### src/rtl/measurement_scheduler_pkg.sv
// Shared types and constants for the measurement scheduler.
package meas_sched_pkg;

  typedef enum logic [2:0] {
    IDLE,
    REQ_ADC,
    START_CONV,
    WAIT_CONV,
    WRITE
  } sched_state_t;

  // Bit of the mode switch that selects the BCD path (1) over the hex path (0).
  localparam int unsigned MODE_BCD_BIT = 1;

  // True when the given mode word requests the BCD conversion path.
  function automatic logic mode_is_bcd(input logic [1:0] mode);
    return mode[MODE_BCD_BIT];
  endfunction

endpackage

### src/rtl/measurement_scheduler_if.sv
// Handshake bundle between the scheduler and the ADC / binary_bcd / display datapath.
interface measurement_scheduler_if;

  logic       enable;
  logic       hold_toggle;
  logic [1:0] mode;
  logic       adc_valid;
  logic       conv_done;
  logic       adc_req;
  logic       conv_start;
  logic       reg_we;
  logic       hold;
  logic       busy;
  logic       timeout_err;

  // Scheduler side.
  modport slave (
    input  enable, hold_toggle, mode, adc_valid, conv_done,
    output adc_req, conv_start, reg_we, hold, busy, timeout_err
  );

  // Environment side (datapath, debouncer, switches).
  modport master (
    output enable, hold_toggle, mode, adc_valid, conv_done,
    input  adc_req, conv_start, reg_we, hold, busy, timeout_err
  );

endinterface

### src/rtl/measurement_scheduler_tick_generator.sv
// Refresh prescaler: counts 0..DIV-1 while enabled and emits a one-cycle tick on the last count.
module tick_generator #(
  parameter int unsigned DIV = 5_000_000
) (
  input  logic clk,
  input  logic reset_n,
  input  logic enable_i,
  output logic tick_o
);

  localparam int unsigned    W    = $clog2(DIV);
  localparam logic [W-1:0]   LAST = W'(DIV - 1);

  logic [W-1:0] count_q, count_d;

  // Advance (and wrap) only while enabled; otherwise the count is frozen.
  always_comb begin
    count_d = count_q;
    if (enable_i) begin
      count_d = (count_q == LAST) ? '0 : count_q + W'(1);
    end
  end

  // Prescaler register.
  always_ff @(posedge clk or negedge reset_n) begin
    if (!reset_n) begin
      count_q <= '0;
    end else begin
      count_q <= count_d;
    end
  end

  // Gated by enable so a frozen count at LAST does not produce a stuck tick.
  assign tick_o = enable_i && (count_q == LAST);

endmodule

### src/rtl/measurement_scheduler.sv
// Measurement/display sequencer: per refresh tick, request an ADC sample, optionally run the
// BCD conversion, then pulse the display register write enable. Button toggles HOLD.
module measurement_scheduler
  import meas_sched_pkg::*;
#(
  parameter int unsigned TICK_DIV = 5_000_000,
  parameter int unsigned TIMEOUT  = 1023
) (
  input  logic                    clk,
  input  logic                    reset_n,
  measurement_scheduler_if.slave  sif
);

  localparam int unsigned  WW        = $clog2(TIMEOUT + 1);
  localparam logic [WW-1:0] WAIT_LAST = WW'(TIMEOUT - 1);

  sched_state_t  state_q, state_d;
  logic [WW-1:0] wait_q,  wait_d;
  logic          bcd_q,   bcd_d;
  logic          hold_q,  hold_d;
  logic          err_q,   err_d;
  logic          tick;

  tick_generator #(
    .DIV (TICK_DIV)
  ) u_tick (
    .clk      (clk),
    .reset_n  (reset_n),
    .enable_i (sif.enable),
    .tick_o   (tick)
  );

  // Next-state logic: FSM, handshake wait counter, path latch, hold flop and sticky error.
  always_comb begin
    state_d = state_q;
    wait_d  = wait_q;
    bcd_d   = bcd_q;
    err_d   = err_q;
    // The toggled hold value is what gates a tick arriving in the same cycle.
    hold_d  = hold_q ^ sif.hold_toggle;

    unique case (state_q)
      IDLE: begin
        if (tick && !hold_d) begin
          state_d = REQ_ADC;
          bcd_d   = mode_is_bcd(sif.mode);
          wait_d  = '0;
        end
      end
      REQ_ADC: begin
        if (sif.adc_valid) begin
          state_d = bcd_q ? START_CONV : WRITE;
        end else if (wait_q == WAIT_LAST) begin
          state_d = IDLE;
          err_d   = 1'b1;
        end else begin
          wait_d = wait_q + WW'(1);
        end
      end
      START_CONV: begin
        state_d = WAIT_CONV;
        wait_d  = '0;
      end
      WAIT_CONV: begin
        if (sif.conv_done) begin
          state_d = WRITE;
        end else if (wait_q == WAIT_LAST) begin
          state_d = IDLE;
          err_d   = 1'b1;
        end else begin
          wait_d = wait_q + WW'(1);
        end
      end
      WRITE: begin
        state_d = IDLE;
      end
      default: begin
        state_d = IDLE;
      end
    endcase
  end

  // State registers.
  always_ff @(posedge clk or negedge reset_n) begin
    if (!reset_n) begin
      state_q <= IDLE;
      wait_q  <= '0;
      bcd_q   <= 1'b0;
      hold_q  <= 1'b0;
      err_q   <= 1'b0;
    end else begin
      state_q <= state_d;
      wait_q  <= wait_d;
      bcd_q   <= bcd_d;
      hold_q  <= hold_d;
      err_q   <= err_d;
    end
  end

  // Moore outputs decoded purely from registered state.
  assign sif.adc_req     = (state_q == REQ_ADC);
  assign sif.conv_start  = (state_q == START_CONV);
  assign sif.reg_we      = (state_q == WRITE);
  assign sif.busy        = (state_q != IDLE);
  assign sif.hold        = hold_q;
  assign sif.timeout_err = err_q;

endmodule
### src/flat_wrapper.sv
// flat-port wrapper written by rule: the top's interface ports become plain ports
module measurement_scheduler_flat import meas_sched_pkg::*;
#(
  parameter int unsigned TICK_DIV = 5_000_000,
  parameter int unsigned TIMEOUT  = 1023
)
  (clk, reset_n, sif_enable, sif_hold_toggle, sif_mode, sif_adc_valid, sif_conv_done, sif_adc_req, sif_conv_start, sif_reg_we, sif_hold, sif_busy, sif_timeout_err);
  measurement_scheduler_if sif_i ();
  input  logic clk;
  input  logic reset_n;
  input wire logic [$bits(sif_i.enable)-1:0] sif_enable;
  input wire logic [$bits(sif_i.hold_toggle)-1:0] sif_hold_toggle;
  input wire logic [$bits(sif_i.mode)-1:0] sif_mode;
  input wire logic [$bits(sif_i.adc_valid)-1:0] sif_adc_valid;
  input wire logic [$bits(sif_i.conv_done)-1:0] sif_conv_done;
  output wire logic [$bits(sif_i.adc_req)-1:0] sif_adc_req;
  output wire logic [$bits(sif_i.conv_start)-1:0] sif_conv_start;
  output wire logic [$bits(sif_i.reg_we)-1:0] sif_reg_we;
  output wire logic [$bits(sif_i.hold)-1:0] sif_hold;
  output wire logic [$bits(sif_i.busy)-1:0] sif_busy;
  output wire logic [$bits(sif_i.timeout_err)-1:0] sif_timeout_err;
  assign sif_i.enable = sif_enable;
  assign sif_i.hold_toggle = sif_hold_toggle;
  assign sif_i.mode = sif_mode;
  assign sif_i.adc_valid = sif_adc_valid;
  assign sif_i.conv_done = sif_conv_done;
  assign sif_adc_req = sif_i.adc_req;
  assign sif_conv_start = sif_i.conv_start;
  assign sif_reg_we = sif_i.reg_we;
  assign sif_hold = sif_i.hold;
  assign sif_busy = sif_i.busy;
  assign sif_timeout_err = sif_i.timeout_err;
  measurement_scheduler #(.TICK_DIV(TICK_DIV), .TIMEOUT(TIMEOUT)) u_core (.clk(clk), .reset_n(reset_n), .sif(sif_i));
endmodule
### config.mk
export PLATFORM = sky130hd
export DESIGN_NAME = measurement_scheduler_flat
export DESIGN_NICKNAME = d
export VERILOG_FILES = /design/src/rtl/measurement_scheduler_pkg.sv /design/src/rtl/measurement_scheduler_if.sv /design/src/rtl/measurement_scheduler_tick_generator.sv /design/src/rtl/measurement_scheduler.sv /design/src/flat_wrapper.sv
export SDC_FILE = /design/constraint.sdc
export NUM_CORES = 1
export LEC_CHECK = 0
export ABC_AREA = 1
export CORE_ASPECT_RATIO = 2
export CORE_UTILIZATION = 35
export CTS_BUF_LIST = sky130_fd_sc_hd__clkbuf_4
export CTS_CLUSTER_DIAMETER = 30
export DETAILED_ROUTE_END_ITERATION = 10
export GPL_ROUTABILITY_DRIVEN = 0
export GPL_TIMING_DRIVEN = 0
export SYNTH_ARGS = -nofsm -noshare
export SYNTH_HDL_FRONTEND = slang
export SYNTH_SLANG_ARGS = --single-unit
### constraint.sdc
create_clock -name clk -period 1.65 [get_ports clk]
set_input_delay 0.4125 -clock clk [delete_from_list [all_inputs] [get_ports clk]]
set_output_delay 0.4125 -clock clk [all_outputs]
set_load 0.03 [all_outputs]
# == After elaboration in Yosys (flattened, before gate mapping) ==
# Index checks and enable logic that the tools add are counted.
# word_totals
in_bits,8
output_inout_bits,6
elab_cells,44
reg_bits,39
# op_classes
addsub,2
muxes,16
eq_ne,9
bitwise,1
n_reduce_logical,10
# op_table
cell,n
2-to-1 mux 10 bit,4
case mux 10 bit (4 select lines),1
"adder 23 x 1 -> 23 bit, second input constant",1
"== test 23 bit, second input constant",1
2-to-1 mux 23 bit,1
2-to-1 mux 3 bit,5
case mux 3 bit (4 select lines),1
"adder 10 x 1 -> 10 bit, second input constant",1
"== test 10 bit, second input constant",1
"== test 3 x 2 -> 1 bit, second input constant",2
"!= test 2 bit, second input constant",2
AND reduction 4 bit,1
nonzero test 4 bit,1
"== test 3 x 1 -> 1 bit, second input constant",1
"== test 3 bit, second input constant",1
zero test 3 bit,1
2-to-1 mux 1 bit,3
AND reduction 3 bit,1
nonzero test 3 bit,1
logical AND 1 bit,2
"!= test 2 x 1 -> 1 bit, second input constant",1
case mux 1 bit (2 select lines),1
AND reduction 2 bit,1
nonzero test 2 bit,1
2 further kinds,2

# == Depth between registers and ports, before layout ==
# logic_depth
ltp_word,5
ltp_mapped,12

# == Modules after synthesis ==
# Synthesis repeated with hierarchy kept, for this count alone.
# unflattened
hier_cells,365
hier_area_um2,2570.0
# by_module_without_submodules
mod,area_each_um2,seq_area_each_um2,instances,cells_per_inst
tick_generator,1511.4,575.6,1,228
measurement_scheduler,1058.5,400.4,1,137

# == Worst setup path after synthesis ==
# Ideal clock, no wire load.
# synth_path
path_type,register -> output
start,register u_core.state_q[0]
end,output port sif_conv_start
n_path_buf,0
t_arrival_ns,1.167
slack_ns,0.070
path_stages_with_launch,2
path_cell_list,dfrtp_1 -> nor3_1
# synth_between
elab_chain_cells,1
# synth_lines
element,line,source
start: declaration,measurement_scheduler.sv:17,"sched_state_t state_q, state_d;"
start signal: assignment,measurement_scheduler.sv:92,state_q <= state_d;
== test 3 x 2 -> 1 bit,measurement_scheduler.sv:102,assign sif.conv_start = (state_q == START_CONV);
end: declaration,flat_wrapper.sv:17,output wire logic [$bits(sif_i.conv_start)-1:0] sif_conv_start;
# No other way between the ends.

# == Worst setup path after layout ==
# layout_path
start,register u_core.state_q[1]
end,output port sif_busy
# layout_between
elab_chain_cells,1
# layout_lines
element,line,source
nonzero test 3 bit,measurement_scheduler.sv:104,assign sif.busy = (state_q != IDLE);
end: declaration,flat_wrapper.sv:20,output wire logic [$bits(sif_i.busy)-1:0] sif_busy;
# No other way between the ends.

==> results.md <==
* Initial antenna violation count at 1
* Final Hold Vio Count at 0
* Asr flop ratio synth at 1.000
* Fin worst setup slack at -0.09195 ns
* Worst Path Required at 1.24 ns
* CTS tree: built
* Top-count cell post-synth: nand2_1
* HPWL after detailed placement at 4.542 mm
* I/O Buffers at 11
* Hold WC Path Type: input port to flip-flop
* Peak VDD IR at 0.5868 mV
* Fraction of layout cells with a size suffix above 1 at 0.2850
* Mux share of post-synthesis cell area at 0
* Post-Route WL at 6.336 mm
* Num rows at 42
* Post-synth EDFFs at 0
* Power share of the combinational group at 0.406
* Via-per-instance ratio at 4.869
* IO Pins at 14
* Sw Pwr at 1250 uW
* Ys flop type: dfrtp_1
* Layout Nets at 396
* Sw frac at 0.3913
* Grt ovf at 0
* Critical Path AT at 1.33 ns
* Initial Utilization at 0.3635
* Leakage at 0.001476 uW
* Clk_skew at 0.02139 ns
* Mean post-synth cell area at 7.157 um2
* FF-to-FF End: u_core.wait_q[1]$_DFFE_PN0P_
* Distinct cell type count after synthesis at 25
* Synth Warn # at 0
* Maxcap violations at 0
* Wire per inst at 13.34 um
* Hold Path Depth at 2
* Failing checks: setup timing
* Slew headroom at 0.7763
* Skew-Pair Late Insertion Delay at 0.38 ns
* Leading area contributor after synthesis: dfrtp_1
* Final Setup Violations at 13
* Non-Filler Instances at 475
* Largest family of logic cells by synthesized area: simple AND/OR/NAND/NOR gates
* HP Start: sif_enable
* Clock transition at the registers of the reported paths at 0.12 ns
* Tot GR Track Use at 0.1897
* Post-synthesis cell area at 2426 um2
* Chip width at 60.87 um
* Outcome: complete, but fails checks
* Residual DRC count at 0
* Slew @ Worst Pin at 0.3356 ns
* Final core utilization at 0.4644
* Die Area at 7289 um2
* Sequential Power Share at 0.390
* Vias in the first global route at 2,311
* Period utilisation layout at 1.056
* First-pass GRT wire length at 10.07 mm
* Pwr Total at 3194 uW
* Top cell type's share of synthesized area at 0.4023
* Post-synthesis adder-cell area fraction at 0.01547
* Clock buffer depth at 2
* Slew Limit Fails at 0
* Fmax at 574.1 MHz
* Drt first pass iters at 4
* Critical Path End Type: primary output
* Commonest cells post-synth: 77 x nand2_1, 45 x inv_1, 39 x dfrtp_1, 39 x nor2_1, 34 x nand3_1
* Die H at 119.7 um
* CTS Root Cell: clkbuf_4
* PwrDens at 1030 nW/um2
* Clock buffer count from CTS at 5
* Pint at 1944 uW
* Xor and xnor area share after synthesis at 0.02888
* Final critical-path required period at 1.742 ns
* Synth top area cells: dfrtp_1 40%, nand2_1 12%, nand3_1 7.0%
* Post-DRT Antenna Nets at 0
* Inst Count DP at 439
* R2R setup slack at -0.03 ns
* Core ar. at 6674 um2
* Share of total power in the clock network at 0.205
* Compound-Gate Fraction of Synth Area at 0.04848
* Reg-to-Reg Start: u_core.state_q[0]$_DFFE_PN0P_
* Largest net degree at the start of global routing at 29
* Kind of critical path: flip-flop to primary output
* Reg2Reg Depth at 12
* Num Clock Sinks at 39
* Synthesized flop and latch total at 39
* Mapped Nets at 350
* Simple-gate share of the synthesized area at 0.4033
* CP Launch Type: flip-flop
* H-tree depth at 2
* Drt initial violations at 105
* Worst Path Max Fanout at 3
* Total number of vias at 2,313
* Sequential fraction of the synthesis area at 0.4023
* Filler instances at 666
* Area delta synth->final at 27.75%
* RSZ-0062 raised after global routing: yes
* Mapped Cells at 339
* Min-Delay Endpoint: u_core.u_tick.count_q[11]$_DFFE_PN0P_
[worst max-delay path: stages (launching register included)]
cell	delay, ns
dfrtp_1	0.44
buf_6	0.14
nor3_4	0.19
inv_2	0.06
buf_6	0.14
[worst max-delay path by stage]
| stage | start | endpoint | slack, ns | depth (start not counted) |
|---|---|---|---|---|
| 2_1_floorplan | u_core.state_q[0]$_DFFE_PN0P_ | sif_conv_start | 0.07 | 1 |
| 3_3_place_gp | reset_n | u_core.u_tick.count_q[12]$_DFFE_PN0P_ | -0.91 | 1 |
| 3_5_place_dp | u_core.state_q[0]$_DFFE_PN0P_ | sif_adc_req | -0.30 | 5 |
| 4_1_cts | u_core.state_q[1]$_DFFE_PN0P_ | sif_busy | -0.10 | 4 |
| 5_1_grt | u_core.u_tick.count_q[0]$_DFFE_PN0P_ | u_core.wait_q[3]$_DFFE_PN0P_ | -0.15 | 11 |
| 6_report | u_core.state_q[1]$_DFFE_PN0P_ | sif_busy | -0.09 | 4 |
[area by class of cell]
type / instances / area (um2) / area share
clock inverters: 3 / 38.79 / 0.01252
diodes: 1 / 2.502 / 0.0008074
clock buffers: 5 / 37.54 / 0.01211
multi-input cells: 242 / 1318 / 0.4251
flip-flops and latches: 39 / 978.4 / 0.3157
plain buffers: 5 / 52.55 / 0.01696
repair buffers: 39 / 360.3 / 0.1163
inverters: 53 / 201.4 / 0.06500
well taps: 88 / 110.1 / 0.03553
[flip-flops by register name, summed over array words and instances (netlist names)]
register,flops
u_core.sif.timeout_err,1
u_core.bcd_q,1
u_core.state_q,3
u_core.sif.hold,1
u_core.wait_q,10
u_core.u_tick.count_q,23
[cell usage in the layout, fill, tap and decap left out, types with 12 or more instances in the layout]
cell and count:
dfrtp_1 37, buf_4 22, a21oi_1 12, buf_6 12, nand3_1 33, nor3_1 13
nand2_1 69, inv_2 12, nand2_2 19, nor2_1 32, nor2_2 13, inv_1 40
[stage by stage]
| step | instance area, um2 | setup TNS (ns) | setup slack (ns) | hold WS [ns] |
|---|---|---|---|---|
| 2_1_floorplan | 2426 | 0 | 0.07015 | 0.1169 |
| 3_3_place_gp | 2646 | -38.00 | -0.9108 | 0.4486 |
| 3_5_place_dp | 2661 | -2.677 | -0.3008 | 0.3313 |
| 4_1_cts | 2869 | -0.2961 | -0.1050 | 0.3146 |
| 5_1_grt | 3099 | -2.395 | -0.1541 | 0.3353 |
| 6_report | 3099 | -0.4205 | -0.09195 | 0.3414 |
[timing repair]
item / 4_1_cts / 5_1_grt
hold buffers: 1 / 0
hold endpoints to repair: 11 / 0
gates resized for setup: 41 / 35
setup endpoints to repair: 23 / 32
pin swaps: 5 / 10
setup buffers: 10 / 16
[power by group through the flow]
stage          registers, uW  clock network (uW)  logic (uW)
2_1_floorplan           1250                   0         692
3_3_place_gp            1260                   0         978
6_report                1240                 653        1300
3_5_place_dp            1260                   0         986
4_1_cts                 1240                 678        1110
5_1_grt                 1260                 714        1430
[cell families (layout without fill, tap and decap cells)]
family | count (synthesis) | count (layout)
AOI/OAI and AO/OA | 23 | 23
xor gates and xnor gates | 8 | 8
adders and majority gates | 3 | 3
buffers and inverters | 58 | 105
DFF | 39 | 39
other | 0 | 1
and+or+nand+nor | 208 | 208
[per-layer routing]
| metal | GRT usage | wire, um | up-vias |
|---|---|---|---|
| li1 | - | - | 1166 |
| met1 | 0.1692 | 2231 | 1098 |
| met5 | 0 | 0 | - |
| met3 | 0.03772 | 151 | 14 |
| met2 | 0.3620 | 3707 | 35 |
| met4 | 0.1080 | 246 | 0 |
Power figures use the tool's default switching activity.
